**config.mk**
```make
export PLATFORM = sky130hd
export DESIGN_NAME = fp_mul_result_stage_flat
export DESIGN_NICKNAME = d
export VERILOG_FILES = /design/src/rtl/fp_mul_result_stage_if.sv /design/src/rtl/fp_mul_result_stage.sv /design/src/flat_wrapper.sv
export SDC_FILE = /design/constraint.sdc
export NUM_CORES = 1
export LEC_CHECK = 0
export CAP_MARGIN = 20
export CORE_MARGIN = 8
export CORE_UTILIZATION = 47
export CTS_CLUSTER_DIAMETER = 80
export DETAILED_ROUTE_END_ITERATION = 16
export GPL_TIMING_DRIVEN = 0
export PLACE_DENSITY = 0.77
export SETUP_SLACK_MARGIN = 0.5
export SLEW_MARGIN = 20
export SYNTH_ARGS = -nofsm -noshare
export SYNTH_HDL_FRONTEND = slang
export SYNTH_SLANG_ARGS = --single-unit
```
**constraint.sdc**
```tcl
create_clock -name clk -period 4 [get_ports clk]
set_input_delay 0.8 -clock clk [delete_from_list [all_inputs] [get_ports clk]]
set_output_delay 0.8 -clock clk [all_outputs]
set_load 0.02 [all_outputs]
```
**src/rtl/fp_mul_result_stage_if.sv**
```systemverilog
// Handshake bundle between the float multiplier result stage and its producer/consumer.
// The master drives operands and out_ready; the slave returns status and the buffered result.
interface fp_mul_result_stage_if #(
    parameter int CNT_W = 16
);
    logic             in_valid;
    logic             in_ready;
    logic [31:0]      A;
    logic [31:0]      B;
    logic [31:0]      Product;
    logic             out_valid;
    logic             out_ready;
    logic [31:0]      Result;
    logic [3:0]       Flags;
    logic [CNT_W-1:0] OpCount;

    modport master (
        output in_valid, A, B, Product, out_ready,
        input  in_ready, out_valid, Result, Flags, OpCount
    );

    modport slave (
        input  in_valid, A, B, Product, out_ready,
        output in_ready, out_valid, Result, Flags, OpCount
    );
endinterface

```
**src/rtl/fp_mul_result_stage.sv**
```systemverilog
// IEEE-754 single special-case fix-up on the raw multiplier product, followed by a
// small valid/ready FIFO holding {flags, result} entries.
module fp_mul_result_stage #(
    parameter int DEPTH = 2,
    parameter int CNT_W = 16
) (
    input  logic                  clk,
    input  logic                  reset,
    fp_mul_result_stage_if.slave  bus
);
    localparam int PTR_W = (DEPTH > 1) ? $clog2(DEPTH) : 1;
    localparam int CNT_FW = $clog2(DEPTH + 1);

    // ---------------- operand classification ----------------
    logic [1:0]  w_is_nan;
    logic [1:0]  w_is_inf;
    logic [1:0]  w_is_zero;
    logic [7:0]  w_exp_adj [2];
    logic [31:0] w_ops [2];

    assign w_ops[0] = bus.A;
    assign w_ops[1] = bus.B;

    generate
        for (genvar gi = 0; gi < 2; gi++) begin : g_opclass
            assign w_is_nan[gi]  = (w_ops[gi][30:23] == 8'hFF) && (w_ops[gi][22:0] != 23'h0);
            assign w_is_inf[gi]  = (w_ops[gi][30:23] == 8'hFF) && (w_ops[gi][22:0] == 23'h0);
            assign w_is_zero[gi] = (w_ops[gi][30:23] == 8'h00) && (w_ops[gi][22:0] == 23'h0);
            // Denormals carry an effective exponent of 1, not 0
            assign w_exp_adj[gi] = (w_ops[gi][30:23] == 8'h00) ? 8'd1 : w_ops[gi][30:23];
        end
    endgenerate

    logic              w_sign;
    logic signed [9:0] w_exp_sum;

    assign w_sign    = bus.A[31] ^ bus.B[31];
    assign w_exp_sum = $signed({2'b00, w_exp_adj[0]}) + $signed({2'b00, w_exp_adj[1]}) - 10'sd127;

    // ---------------- fix-up priority chain ----------------
    logic [31:0] w_fix_res;
    logic        w_fix_inv;
    logic        w_fix_ovf;
    logic        w_fix_unf;
    logic        w_fix_zero;

    always_comb begin
        w_fix_res = {w_sign, bus.Product[30:0]};
        w_fix_inv = 1'b0;
        w_fix_ovf = 1'b0;
        w_fix_unf = 1'b0;
        if (|w_is_nan) begin
            w_fix_res = 32'h7FC0_0000;
            w_fix_inv = 1'b1;
        end else if ((w_is_inf[0] && w_is_zero[1]) || (w_is_inf[1] && w_is_zero[0])) begin
            w_fix_res = 32'h7FC0_0000;
            w_fix_inv = 1'b1;
        end else if (|w_is_inf) begin
            w_fix_res = {w_sign, 8'hFF, 23'h0};
        end else if (|w_is_zero) begin
            w_fix_res = {w_sign, 31'h0};
        end else if ((w_exp_sum >= 10'sd255) || (bus.Product[30:23] == 8'hFF)) begin
            w_fix_res = {w_sign, 8'hFF, 23'h0};
            w_fix_ovf = 1'b1;
        end else if (w_exp_sum < -10'sd23) begin
            w_fix_res = {w_sign, 31'h0};
            w_fix_unf = 1'b1;
        end
    end

    assign w_fix_zero = (w_fix_res[30:0] == 31'h0);

    // ---------------- FIFO ----------------
    logic [35:0]       r_mem [DEPTH];
    logic [PTR_W-1:0]  r_wr_ptr;
    logic [PTR_W-1:0]  r_rd_ptr;
    logic [CNT_FW-1:0] r_count;
    logic [CNT_W-1:0]  r_op_count;

    logic        w_in_ready;
    logic        w_out_valid;
    logic        w_push;
    logic        w_pop;
    logic [35:0] w_head;

    // in_ready depends only on registered occupancy: no pass-through when full
    assign w_in_ready  = (r_count != CNT_FW'(DEPTH));
    assign w_out_valid = (r_count != '0);
    assign w_push      = bus.in_valid & w_in_ready;
    assign w_pop       = w_out_valid & bus.out_ready;
    assign w_head      = r_mem[r_rd_ptr];

    always_ff @(posedge clk) begin
        if (reset) begin
            for (int i = 0; i < DEPTH; i++) begin
                r_mem[i] <= '0;
            end
            r_wr_ptr   <= '0;
            r_rd_ptr   <= '0;
            r_count    <= '0;
            r_op_count <= '0;
        end else begin
            if (w_push) begin
                r_mem[r_wr_ptr] <= {w_fix_inv, w_fix_ovf, w_fix_unf, w_fix_zero, w_fix_res};
                r_wr_ptr        <= r_wr_ptr + 1'b1;
                r_op_count      <= r_op_count + 1'b1;
            end
            if (w_pop) begin
                r_rd_ptr <= r_rd_ptr + 1'b1;
            end
            case ({w_push, w_pop})
                2'b10:   r_count <= r_count + 1'b1;
                2'b01:   r_count <= r_count - 1'b1;
                default: r_count <= r_count;
            endcase
        end
    end

    assign bus.in_ready  = w_in_ready;
    assign bus.out_valid = w_out_valid;
    assign bus.Result    = w_out_valid ? w_head[31:0] : 32'h0;
    assign bus.Flags     = w_out_valid ? w_head[35:32] : 4'h0;
    assign bus.OpCount   = r_op_count;
endmodule

```
**src/flat_wrapper.sv**
```systemverilog
// flat-port wrapper written by rule: the top's interface ports become plain ports
module fp_mul_result_stage_flat 
#(
    parameter int DEPTH = 2,
    parameter int CNT_W = 16
)
  (clk, reset, bus_in_valid, bus_A, bus_B, bus_Product, bus_out_ready, bus_in_ready, bus_out_valid, bus_Result, bus_Flags, bus_OpCount);
  fp_mul_result_stage_if #(.CNT_W(CNT_W)) bus_i ();
  input  logic clk;
  input  logic reset;
  input wire logic [$bits(bus_i.in_valid)-1:0] bus_in_valid;
  input wire logic [$bits(bus_i.A)-1:0] bus_A;
  input wire logic [$bits(bus_i.B)-1:0] bus_B;
  input wire logic [$bits(bus_i.Product)-1:0] bus_Product;
  input wire logic [$bits(bus_i.out_ready)-1:0] bus_out_ready;
  output wire logic [$bits(bus_i.in_ready)-1:0] bus_in_ready;
  output wire logic [$bits(bus_i.out_valid)-1:0] bus_out_valid;
  output wire logic [$bits(bus_i.Result)-1:0] bus_Result;
  output wire logic [$bits(bus_i.Flags)-1:0] bus_Flags;
  output wire logic [$bits(bus_i.OpCount)-1:0] bus_OpCount;
  assign bus_i.in_valid = bus_in_valid;
  assign bus_i.A = bus_A;
  assign bus_i.B = bus_B;
  assign bus_i.Product = bus_Product;
  assign bus_i.out_ready = bus_out_ready;
  assign bus_in_ready = bus_i.in_ready;
  assign bus_out_valid = bus_i.out_valid;
  assign bus_Result = bus_i.Result;
  assign bus_Flags = bus_i.Flags;
  assign bus_OpCount = bus_i.OpCount;
  fp_mul_result_stage #(.DEPTH(DEPTH), .CNT_W(CNT_W)) u_core (.clk(clk), .reset(reset), .bus(bus_i));
endmodule
```
# --- Yosys cells after proc, flatten, opt, wreduce, memory -nomap -nowiden ---
# Memory sizes are Yosys's and may differ from the RTL's. A register that Yosys moved wholly into a read port is not among the register bits.
# Index checks and enable logic that the tools add are counted.
classes:
  n_addsub: 7
  order_cmp: 2
  n_eq_ne: 6
  mux: 34
  bitwise_logic: 3
  n_reduce_logical: 23
op_table:
  columns: ["cell", "n"]
  rows:
  - ["$mux 31", 4]
  - ["$mux 32", 3]
  - ["$logic_not 23->1", 2]
  - ["$reduce_bool 23->1", 2]
  - ["$mux 36", 1]
  - ["$reduce_or 36->1", 1]
  - ["$logic_not 31->1", 1]
  - ["$eq 8x8->1 const B", 3]
  - ["$mux 1", 22]
  - ["$add 16x1->16 const B", 1]
  - ["$logic_not 8->1", 2]
  - ["$mux 8", 2]
  - ["$ge 10x9->1 const B", 1]
  - ["$lt 10x6->1 const B", 1]
  - ["$sub 10x8->10 const B", 1]
  - ["$add 8x8->9", 1]
  - ["$logic_and 1x1->1", 8]
  - ["$reduce_or 2->1", 3]
  - ["$mux 4", 1]
  - ["$pmux 2 s2", 1]
  - ["$reduce_bool 2->1", 2]
  - ["$add 1x1->1 const B", 2]
  - ["$add 2x1->2 const B", 1]
  - ["$and 1x1->1", 2]
  - ["6 further kinds", 7]
totals:
  regBits: 20
  ram_bits: 72
  in_bits: 100
  out_inout_bits: 54
  wordCells: 80
  mem_count: 1
mem_list:
  columns: ["memory", "depth", "width", "rd", "rd_clocked_by_memory_dff", "wr", "line", "source"]
  rows:
  - ["u_core.r_mem", 2, 36, 1, 1, 2, "fp_mul_result_stage.sv:74", "logic [35:0] r_mem [DEPTH];"]

# --- Depth between registers and ports, before layout ---
# Gate-level depths: netlist (run 1).
depth:
  depth_word: 13
  mapped_depth: 13
  depth_no_buf: 12

# --- Worst setup path after synthesis (run 1) ---
# Ideal clock, no wire load.
synth_path:
  path_type: "input to register"
  start: "input port bus_B[24]"
  end: "memory u_core.r_mem[1][0] (data pin)"
  setup_time_ps: 255
  t_arrival_ps: 3042
  t_required_ps: 3745
  setup_slack_ps: 703
  stages: 13
  path_buffers: 1
  path_cell_list: "nor4_1 > nand2_1 > nand2b_1 > ha_1 > fa_1 > a21o_1 > a41oi_2 > o2bb2ai_2 > nor3b_2 > and2_4 > nor4_2 > buf_2 > and2_1"
synth_lines:
  columns: ["item", "line", "source"]
  rows:
  - ["start: declaration", "flat_wrapper.sv:13", "input wire logic [$bits(bus_i.B)-1:0] bus_B;"]
  - ["end: declaration", "fp_mul_result_stage.sv:74", null]

==> flow_metrics.tcl, run 1 <==
set metrics [dict create \
    status "completed" \
    synthCells 475 \
    core_um2 10370 \
    clock_path_buffers 2 \
    place_ws_ns -0.1751 \
    dr.pass1.iters 5 \
    syn_avg_cell_area_um2 10.59 \
    syn_nets 586 \
    die_y_um 119.4 \
    synth_area_um2 5029 \
    io_pins 154 \
    hold_viol 0 \
    antenna_found_initial 0 \
    post_drt_wl_per_cell_um 17.11 \
    synth_edf_count 72 \
    min_period_ns 3.378 \
    area_delta_synth_final_pct 43.92 \
    worst_pin_slew_ns 0.7330 \
    vias 4351 \
    p_leak_nw 2.609 \
    synth.distinct_cells 56 \
    fillers 768 \
    drive_gt1_share_pct 13.23 \
    fp-row-count 37 \
    clk_latency_ns 0.37 \
    max_freq_mhz 296.0 \
    setup.worst_path.end_class "register" \
    relSlewSlack_pct 50.95 \
    finalClockSkew_ns 0.009543 \
    fin_util_pct 69.79 \
    multi_input_area_um2 2420 \
    clk_pin_slew_ns 0.09 \
    cts_tree "yes" \
    grt_first_pass_wirelength_um 21960 \
    fin_ws_ns 0.6218 \
    rsz0062_at_grt "no" \
    async_flop_share_pct 0 \
    dieArea_um2 14260 \
    setup_violations 0 \
    start_kind "input port" \
    ant_nets 0 \
    via_per_inst 5.432 \
    cts_buffers 9 \
    grt_max_degree 22 \
    setup_tns_ns 0 \
    power_density_nw_per_um2 452.0 \
    place_congestion 0.7984 \
    clockRootBuffer "clkbuf_8" \
    clock_sinks 93 \
    htreeDepth 3 \
    seqCellArea_um2 2582 \
    start_util_pct 48.49 \
    fin_cells 801 \
    remaining_drc_errors 0 \
    placed_cells 765 \
    drt_iter0_markers 216 \
    hold_buffers 0 \
    required_ns 4.25 \
    hold_class "reg2reg" \
    ys.flop_type "edfxtp_1" \
    ys_seq_area_share_pct 51.36 \
    arrival_ns 3.62 \
    ir_drop_v 0.0002265 \
    finalWirelength_um 13710 \
    grt_overflow 0 \
    grt_pass1_vias 4414 \
    crit_type "in2reg" \
    drv_slew 0 \
    critPathMaxFanout 5 \
    track_usage_pct 18.85 \
    synth-seq-cells 93 \
    chipWidth_um 119.4 \
    yosys_warnings 0 \
    place_hpwl_um 10190 \
    nNetsFinal 771 \
    drv_cap 0 \
    fin_crit_sh_pct 84.45 \
    total_power_mw 3.271 \
    diodes 0 \
    io_buffers 152 \
]
flip-flops by register name, indices dropped and copies added, names as in the netlist, named ones only:
register and flops:
u_core.r_mem 72, u_core.bus.OpCount 16, u_core.r_count 2, u_core.r_rd_ptr 1, u_core.r_wr_ptr 1
layout make-up:
type / instances / share of cell area [%]
Sequential cell: 93 / 35.68
Tap cell: 136 / 2.351
Multi-Input combinational cell: 346 / 33.44
Timing Repair Buffer: 174 / 23.53
Buffer: 32 / 2.109
Inverter: 4 / 0.2075
Clock inverter: 4 / 0.3631
Clock buffer: 12 / 2.317
placed cells by master (no fill, tap or decap), drive strengths merged, types with 2 or more instances in the layout:
cell type and instances:
nand2 27, o211ai 2, o21bai 2, ha 10, nor3 7, xnor2 10, clkbuf 43, edfxtp 72
or2 4, nor2 69, dfxtp 21, a21o 2, or3 9, a22oi 2, nor4b 2, xor2 8
nand2b 4, inv 7, nor2b 4, mux2i 36, and2 47, nand4 12, o21a 2, clkdlybuf4s15 6
a41oi 2, nor4 25, o21ai 11, nand3 5, and4 2, dlygate4sd2 4, buf 29, o221ai 2
a21oi 27, clkdlybuf4s50 136, a211oi 3
power breakdown:
part | switching, mW | internal (mW) | leakage, nW
clock | 0.329 | 0.286 | 0.106
sequential | 0.0507 | 1.20 | 0.935
combinational | 0.769 | 0.641 | 1.57
total | 1.15 | 2.12 | 2.61
cells in the mapped netlist (7+ instances only):
master | n | area, um2
clkbuf_1 | 24 | 90.09
xor2_1 | 8 | 70.07
mux2i_1 | 36 | 360.4
dfxtp_1 | 21 | 420.4
edfxtp_1 | 72 | 2162
or3_1 | 9 | 56.30
a21oi_1 | 26 | 130.1
o21ai_0 | 11 | 55.05
nand2_1 | 26 | 97.59
and2_1 | 46 | 287.8
nor3_1 | 7 | 35.03
nor4_1 | 23 | 143.9
nor2_1 | 69 | 259.0
ha_1 | 10 | 125.1
nand4_1 | 12 | 75.07
xnor2_1 | 10 | 87.58
worst max-delay path, stage by stage:
cell and delay, ns:
dlygate4sd2_1 0.24, nor4_1 0.06, nand2_1 0.09, nand2b_1 0.06
ha_2 0.19, fa_2 0.36, a21o_1 0.20, a41oi_4 0.25
o2bb2ai_4 0.16, nand4b_4 0.16, o221ai_4 0.14, buf_6 0.15
nor4_4 0.40, buf_4 0.21, and2_4 0.14
per-stage QoR:
step | instance area, um2 | hold WS (ns)
after global routing | 7237 | 0.5241
final | 7237 | 0.5062
after detailed placement | 6789 | 0.4926
after floorplan | 5029 | 0.4718
after global placement | 6720 | 0.4804
after CTS | 7204 | 0.5057
path summary, 6_finish.rpt:
check | from | end | slack [ns] | cells after the start
worst max-delay path | bus_B[25] | u_core.r_mem[0][20] | 0.62 | 15
worst min-delay path | u_core.bus.OpCount[8] | u_core.bus.OpCount[8] | 0.51 | 2
worst max register to register | u_core.r_count[0] | u_core.r_mem[0][20] | 1.79 | 9
worst min register to register | u_core.bus.OpCount[8] | u_core.bus.OpCount[8] | 0.51 | 2
layer usage:
metal	wire length [um]	global-route usage (%)	share of wire, %
met1	5539	22.38	40
met2	6904	32.88	50
met3	1019	4.346	7.4
met4	246	6.479	1.8
met5	0	0	0
cells by family (layout without fill, tap and decap cells):
family | after synthesis | in the layout | synth area share, %
AOI/OAI and AO/OA | 60 | 60 | 8.907
xor gates and xnor gates | 18 | 18 | 3.135
adders and majority gates | 11 | 11 | 2.886
buffers and inverters | 36 | 226 | 2.861
DFF | 93 | 93 | 51.36
muxes | 36 | 36 | 7.166
and+or+nand+nor | 221 | 221 | 23.69
what timing repair did:
action	4_1_cts	5_1_grt
buffers inserted	13	4
resized for setup	42	24
endpoints found under the setup margin	90	21
pin swaps	15	14
gates cloned	3	0
No activity file was read; power rests on OpenSTA's default activity.
==> run 2, diff against run 1 <==
Settings changed: CORE_UTILIZATION 47 to 43, PLACE_DENSITY 0.77 to 0.74.
Clock period 4 ns to 3.1 ns, I/O delays scaled along.
==> run 2 against run 1 <==
Utilization is 1.4 points lower. Flip-flop and latch count stayed put. Highest routed layer unchanged. Via count is 1.2% lower. Critical path depth stayed put. Sequential share of layout area is 2.6 points lower. Cell count is 1.2% higher.
==> flow_metrics.tcl, run 2 (synthesized netlist as in run 1, its figures left out) <==
set metrics [dict create \
    diodes 0 \
    finalClockSkew_ns 0.009178 \
    largest_reg_flops 72 \
    internal_power_mw 3.075 \
    power_density_nw_per_um2 595.5 \
    setup_violations 0 \
    ir_drop_v 0.0003732 \
    grt_pass1_vias 4571 \
    grt_first_pass_wirelength_um 22290 \
    cts_tree "yes" \
    wl_met1_um 5771 \
    status "completed" \
    ant_nets 0 \
    arrival_ns 3.24 \
    cp_num_buf_inv 3 \
    drt_iter0_markers 336 \
    power_frac_comb_pct 41.6 \
    htreeDepth 3 \
    place_congestion 0.7587 \
    timing.hold.ws_ns 0.5068 \
    clockPowerShare_pct 23.5 \
    finalWirelength_um 14590 \
    io_buffers 152 \
    mostFrequentLayoutCell "clkdlybuf4s50_1" \
    switchingPower_mw 1.575 \
    pwr-share-seq_pct 34.9 \
    drv_cap 0 \
    crit_type "in2reg" \
    dr_wl_met2_um 7900 \
    slowest_delay_ns 0.30 \
    worst_pin_slew_ns 0.7139 \
    drv_slew 0 \
    via_per_inst 5.301 \
    area_delta_synth_final_pct 55.26 \
    start_kind "input port" \
    start_util_pct 44.04 \
    nNetsFinal 774 \
    cts_buffers 9 \
    max_freq_mhz 330.4 \
    cp_top_family "simple AND/OR/NAND/NOR gates" \
    remaining_drc_errors 0 \
    grt_overflow 0 \
    rsz0062_at_grt "yes" \
    io_pins 154 \
    hold_buffers 0 \
    largest_register "u_core.r_mem" \
    setup.worst_path.end_class "register" \
    slowest_stage "nor4_4" \
    dr.pass1.iters 4 \
    die_y_um 124.1 \
    hold_class "reg2reg" \
    vias 4299 \
    relSlewSlack_pct 52.40 \
    hold_viol 0 \
    clockRootBuffer "clkbuf_16" \
    post_drt_wl_per_cell_um 17.98 \
    swShare_pct 33.87 \
    fin_util_pct 68.38 \
    top_layer "met4" \
    met3_length_um 662 \
    min_period_ns 3.027 \
    critPathMaxFanout 5 \
    final_cell_mix "114 x clkdlybuf4s50_1, 72 x edfxtp_1, 67 x nor2_1, 36 x mux2i_1, 30 x buf_6" \
    clk_latency_ns 0.34 \
    total_power_mw 4.650 \
    drive_gt1_share_pct 23.05 \
    dieArea_um2 15410 \
    chipWidth_um 124.1 \
    clock_path_buffers 2 \
    fp-row-count 39 \
    p_leak_nw 3.100 \
    grt_max_degree 22 \
    core_um2 11420 \
    required_ns 3.32 \
    fin_crit_sh_pct 97.64 \
    critical_path.cell_chain "buf_8 -> nor4_4 -> nand2_1 -> nand2b_1 -> ha_2 -> fa_2 -> a21o_1 -> a41oi_4 -> xnor2_2 -> o211ai_2 -> and2_4 -> nor4_4 -> buf_4 -> buf_6 -> and2_4" \
    track_usage_pct 18.43 \
    clock_sinks 93 \
    clk_pin_slew_ns 0.07 \
    place_hpwl_um 10520 \
    antenna_found_initial 0 \
    setup_tns_ns 0 \
]
[run 2: cell type report]
cell class                 instances  area (um2)
clock inverter                     2       16.27
multi-input combinational        346        2680
clock buffer                      14       285.3
buffer                            32       191.4
fill                             896        3611
sequential                        93        2582
timing repair buffer             177        1858
inverter                           4       15.01
tap                              143       178.9
[run 2: worst paths after layout]
kind         slack (ns)             startpoint  depth (start not counted)                     to
min reg2reg        0.51  u_core.bus.OpCount[1]                          2  u_core.bus.OpCount[1]
min                0.51  u_core.bus.OpCount[1]                          2  u_core.bus.OpCount[1]
max                0.07              bus_A[29]                         15    u_core.r_mem[1][14]
max reg2reg        0.59      u_core.r_count[0]                          9     u_core.r_mem[0][8]
[run 2: stage by stage]
stage	area, um2	instances	setup WS, ns
3_3_place_gp	6845	770	-0.7186
2_1_floorplan	5145	475	0.1256
3_5_place_dp	6910	772	-0.7981
5_1_grt	7807	811	-0.01068
6_report	7807	811	0.07307
4_1_cts	7636	808	0.1168
[run 2: power by group through the flow]
stage                     clock network [mW]  registers, mW  logic (mW)
after floorplan                            0           1.63        1.01
after global placement                     0           1.63        1.71
after detailed placement                   0           1.64        1.76
after CTS                               1.09           1.62        1.90
after global routing                    1.15           1.64        2.06
final                                   1.09           1.62        1.93
[run 2: metal layers]
metal  global-route usage (%)  up-vias
met5                        0        -
met4                    6.914        0
li1                         -     2092
met3                    1.813       16
met2                    35.24      110
met1                    20.52     2081
[run 2: worst register-to-register path, stage by stage (launching register included)]
cell      delay, ns
dfxtp_1        0.44
nand2b_1       0.16
and2_1         0.12
buf_2          0.19
inv_2          0.10
or3_1          0.31
clkbuf_2       0.24
nor4_4         0.47
buf_4          0.22
and2_4         0.14
[run 2: what timing repair did]
action                                 CTS  global route
setup endpoints to repair              104            90
pin swaps                               24            10
buffers inserted                        16             3
cloned                                   4             0
resized for setup                      170            45
endpoints found under the hold margin    0             0
==> run 3, diff against run 2 <==
Settings changed: CAP_MARGIN 20 to 5, SLEW_MARGIN 20 to not set.
==> run 3 against run 2 <==
Combinational power about the same. Maximum frequency up 0.86%. Register-to-register slack better by 0.05 ns. Critical endpoint unchanged. Largest cell class unchanged.
==> flow_metrics.tcl, run 3 (synthesized netlist as in run 1, its figures left out) <==
set metrics [dict create \
    status "completed" \
    power_density_nw_per_um2 591.5 \
    io_buffers 152 \
    cp_num_buf_inv 3 \
    fin_area_um2 7823 \
    rsz0062_at_grt "yes" \
    grt_overflow 0 \
    clk_pin_slew_ns 0.06 \
    cts_buffers 9 \
    dieArea_um2 15410 \
    core_um2 11420 \
    hold_class "reg2reg" \
    cts_tree "yes" \
    worst_pin_slew_ns 0.7076 \
    antenna_found_initial 0 \
    required_ns 3.32 \
    hold_buffers 0 \
    start_util_pct 44.04 \
    largest_register "u_core.r_mem" \
    fp-row-count 39 \
    grt_first_pass_wirelength_um 22390 \
    critical_path.cell_chain "buf_8 -> nor4_4 -> nand2_1 -> nand2b_1 -> ha_2 -> fa_2 -> a21o_1 -> a41oi_4 -> xnor2_2 -> o211ai_2 -> and2_4 -> nor4_4 -> buf_4 -> buf_6 -> and2_4" \
    clk_latency_ns 0.34 \
    arrival_ns 3.22 \
    via_per_inst 5.314 \
    grt_pass1_vias 4618 \
    min_period_ns 3.001 \
    drv_slew 0 \
    nNetsFinal 775 \
    placed_cell_area_um2 6895 \
    ir_drop_v 0.0003754 \
    start_kind "input port" \
    mostFrequentLayoutCell "clkdlybuf4s50_1" \
    setup_violations 0 \
    diodes 0 \
    ant_nets 0 \
    place_hpwl_um 10450 \
    drt_iter0_markers 293 \
    fin_cells 812 \
    relSlewSlack_pct 52.82 \
    vias 4315 \
    crit_type "in2reg" \
    setup.worst_path.end_class "register" \
    finalClockSkew_ns 0.006958 \
    clockRootBuffer "clkbuf_16" \
    clock_path_buffers 2 \
    setup_tns_ns 0 \
    track_usage_pct 18.54 \
    post_drt_wl_per_cell_um 17.74 \
    final_cell_mix "109 x clkdlybuf4s50_1, 72 x edfxtp_1, 67 x nor2_1, 36 x mux2i_1, 28 x buf_6" \
    placed_cells 772 \
    remaining_drc_errors 0 \
    chipWidth_um 124.1 \
    slowest_stage "nor4_4" \
    largest_reg_flops 72 \
    dr.pass1.iters 4 \
    io_pins 154 \
    max_freq_mhz 333.2 \
    p_leak_nw 3.205 \
    place_congestion 0.7587 \
    htreeDepth 3 \
    fin_util_pct 68.51 \
    hold_viol 0 \
    critPathMaxFanout 5 \
    clock_sinks 93 \
    area_delta_synth_final_pct 55.56 \
    cp_top_family "simple AND/OR/NAND/NOR gates" \
    slowest_delay_ns 0.29 \
    drv_cap 0 \
    fin_crit_sh_pct 96.81 \
    die_y_um 124.1 \
    grt_max_degree 32 \
    drive_gt1_share_pct 23.62 \
    finalWirelength_um 14410 \
]
## run 3: changes by cell type in the layout (fill, tap and decap cells not counted), moves of 2 or more
cell | previous run | this run
clkdlybuf4s50_1 | 114 | 109
buf_12 | 0 | 2
buf_4 | 13 | 16
buf_6 | 30 | 28
clkbuf_8 | 4 | 2
dlygate4sd2_1 | 4 | 2
dlymetal6s2s_1 | 18 | 25
buf_16 | 2 | 0
## run 3: final cells by class
cell class	instances	area [um2]
multi-input combinational	346	2700
fill	877	3596
inverter	4	15.01
timing repair buffer	178	1863
tap	143	178.9
buffer	32	191.4
clock buffer	11	232.7
clock inverter	5	58.81
sequential	93	2582
## run 3: worst paths after layout
kind                          from               endpoint  slack (ns)  cells after the start
max                      bus_A[27]    u_core.r_mem[1][14]         0.1                     15
min          u_core.bus.OpCount[8]  u_core.bus.OpCount[8]        0.50                      2
max reg2reg      u_core.r_count[0]    u_core.r_mem[0][18]        0.64                      9
min reg2reg  u_core.bus.OpCount[8]  u_core.bus.OpCount[8]        0.50                      2
## run 3: layer usage
| metal | share of wire, % | global-route usage (%) | wire, um | up-vias |
|---|---|---|---|---|
| li1 | - | - | - | 2098 |
| met1 | 37 | 20.41 | 5370 | 2076 |
| met2 | 55 | 34.67 | 7890 | 125 |
| met3 | 6.1 | 2.992 | 875 | 16 |
| met4 | 1.9 | 7.361 | 272 | 0 |
| met5 | 0 | 0 | 0 | - |
## run 3: per-stage QoR
step	setup WS (ns)	hold slack (ns)	total power, mW
after CTS	0.1198	0.5081	4.623
after detailed placement	-0.7942	0.4988	3.396
final	0.09892	0.5038	4.627
after global placement	-0.7186	0.4803	3.337
after floorplan	0.1256	0.4718	2.643
after global routing	-0.04915	0.5231	4.836
## run 3: worst register-to-register path: cells and delay by family, from the launching register on
family / cells / cell delay [ns]
buffers and inverters: 4 / 0.74
flip-flops: 1 / 0.43
AND/OR/NAND/NOR: 5 / 1.17
## run 3: repair_timing
item / in CTS / in global routing
pin swaps: 22 / 11
setup endpoints to repair: 105 / 93
buffers inserted: 16 / 4
resized for setup: 172 / 50
endpoints found under the hold margin: 0 / 0
gates cloned: 4 / 0
## run 3: power breakdown
group	switching [mW]	internal (mW)	leakage, nW	total (mW)
Sequential	0.0748	1.54	0.935	1.62
Combinational	1.04	0.884	2.13	1.93
Clock	0.454	0.627	0.136	1.08
==> variant: new RTL, config.mk and constraints of run 1 <==
Make the reset (`reset`) asynchronous in one clocked block.
--- a/src/rtl/fp_mul_result_stage.sv
+++ b/src/rtl/fp_mul_result_stage.sv
@@ -91,5 +91,5 @@
     assign w_head      = r_mem[r_rd_ptr];
 
-    always_ff @(posedge clk) begin
+    always_ff @(posedge clk or posedge reset) begin
         if (reset) begin
             for (int i = 0; i < DEPTH; i++) begin
Behaviour: differs if reset is asserted again (counterexample within 4 cycles, from zero or initial values and one cycle with reset high); with reset held inactive, the same outputs for 4 cycles.
==> variant against run 1 <==
  * Register-to-register slack lost 0.31 ns
  * Worst setup slack gained 0.0046 ns
  * Wire length grew 11%
  * Final cell count grew 7.0%
  * Area after synthesis grew 3.4%
  * Power grew 51%
  * Sequential cell count shrank 1
  * Design area grew 1.3%
  * Critical path type unchanged
  * Critical endpoint is now u_core.r_mem[32]
  * Largest power group unchanged
==> variant: results (changes against run 1) <==
logic_synthesis:
  synthTopCellsByCount: "dfrtp_1, nor2_1, a31o_1"
  synth-xor-area-share: 0.0421  # +0.0108
  synth_ff_type: "dfrtp_1"
  synthMuxAreaShare: 0.0736  # +0.00199
  async_flop_share: 1.00  # +1.00
  synth-adder-area-share: 0.0279  # -0.000945
  synth_compound_area_frac: 0.159  # +0.0702
  ys_types: 49  # -13%
timing:
  slew_headroom: 0.384  # -0.126
routing:
  met2WireLength_mm: 7.69  # +11%
  drt-initial-drc-count: 440  # +100%
  vias: 4812  # +11%
setup_path:
  cp_top_family: "compound AO/OA/AOI/OAI gates"
  worst-path-max-fanout: 10  # +5
global_route:
  met1_usage: 0.238  # +0.0145
  grt_pass1_wl_mm: 24.2  # +10%
  grt_pass1_vias: 4926  # +12%
pwr:
  power.switching_mw: 1.94  # +69%
  pg_seq_mw: 1.53  # +22%
  leakage_nw: 3.26  # +25%
layout:
  drive_gt1_frac: 0.0795  # -0.0528
  nets: 823  # +6.7%
run_status:
  outcome: "completed"
clock_network:
  ctsResizeCount: 19  # -55%
placed_design:
  dpl.hpwl_mm: 11.5  # +12%
## variant: stage by stage
| stage | setup TNS, ns | hold WS (ns) | instances | util |
|---|---|---|---|---|
| 2_1_floorplan | 0 | 0.443 | 535 | - |
| 3_3_place_gp | -55.78 | 0.456 | 827 | 0.636 |
| 3_5_place_dp | -14.04 | 0.462 | 828 | 0.639 |
| 4_1_cts | 0 | 0.481 | 853 | 0.669 |
| 5_1_grt | 0 | 0.500 | 857 | 0.676 |
| 6_report | 0 | 0.483 | 857 | 0.676 |
## variant: cells by family (layout without fill, tap and decap cells)
group / count (synthesis) / in the layout
AO/OA/AOI/OAI: 106 / 106
AND/OR/NAND/NOR: 220 / 220
adder cells (fa/ha/maj): 11 / 11
XOR/XNOR: 25 / 25
multiplexers: 38 / 38
flip-flops: 92 / 92
buffers and inverters: 43 / 225
## variant: worst paths after layout
path	startpoint	to	slack (ns)	cells after the start
setup / recovery	bus_B[27]	u_core.r_mem[32]	0.63	14
hold / removal	u_core.r_mem[69]	u_core.r_mem[69]	0.48	2
setup reg to reg	u_core.r_count[0]	u_core.r_mem[25]	1.48	7
hold reg to reg	u_core.r_mem[69]	u_core.r_mem[69]	0.48	2
max in group asynchronous	reset	u_core.r_mem[2]	2.51	3
min in group asynchronous	reset	u_core.r_mem[43]	0.86	2
## variant: cell type report
type                    instances  area, um^2
fillers                       849        3510
multi-input cells             400        2760
flip-flops and latches         92        2300
repair buffers                166        1660
plain buffers                  39         189
well taps                     140         175
clock buffers                  13         159
clock inverters                 3        68.8
inverters                       4        17.5
## variant: worst min-delay path: stages (launching register included)
cell	delay, ns
dfrtp_1	0.35
nand2_1	0.05
o41ai_1	0.05
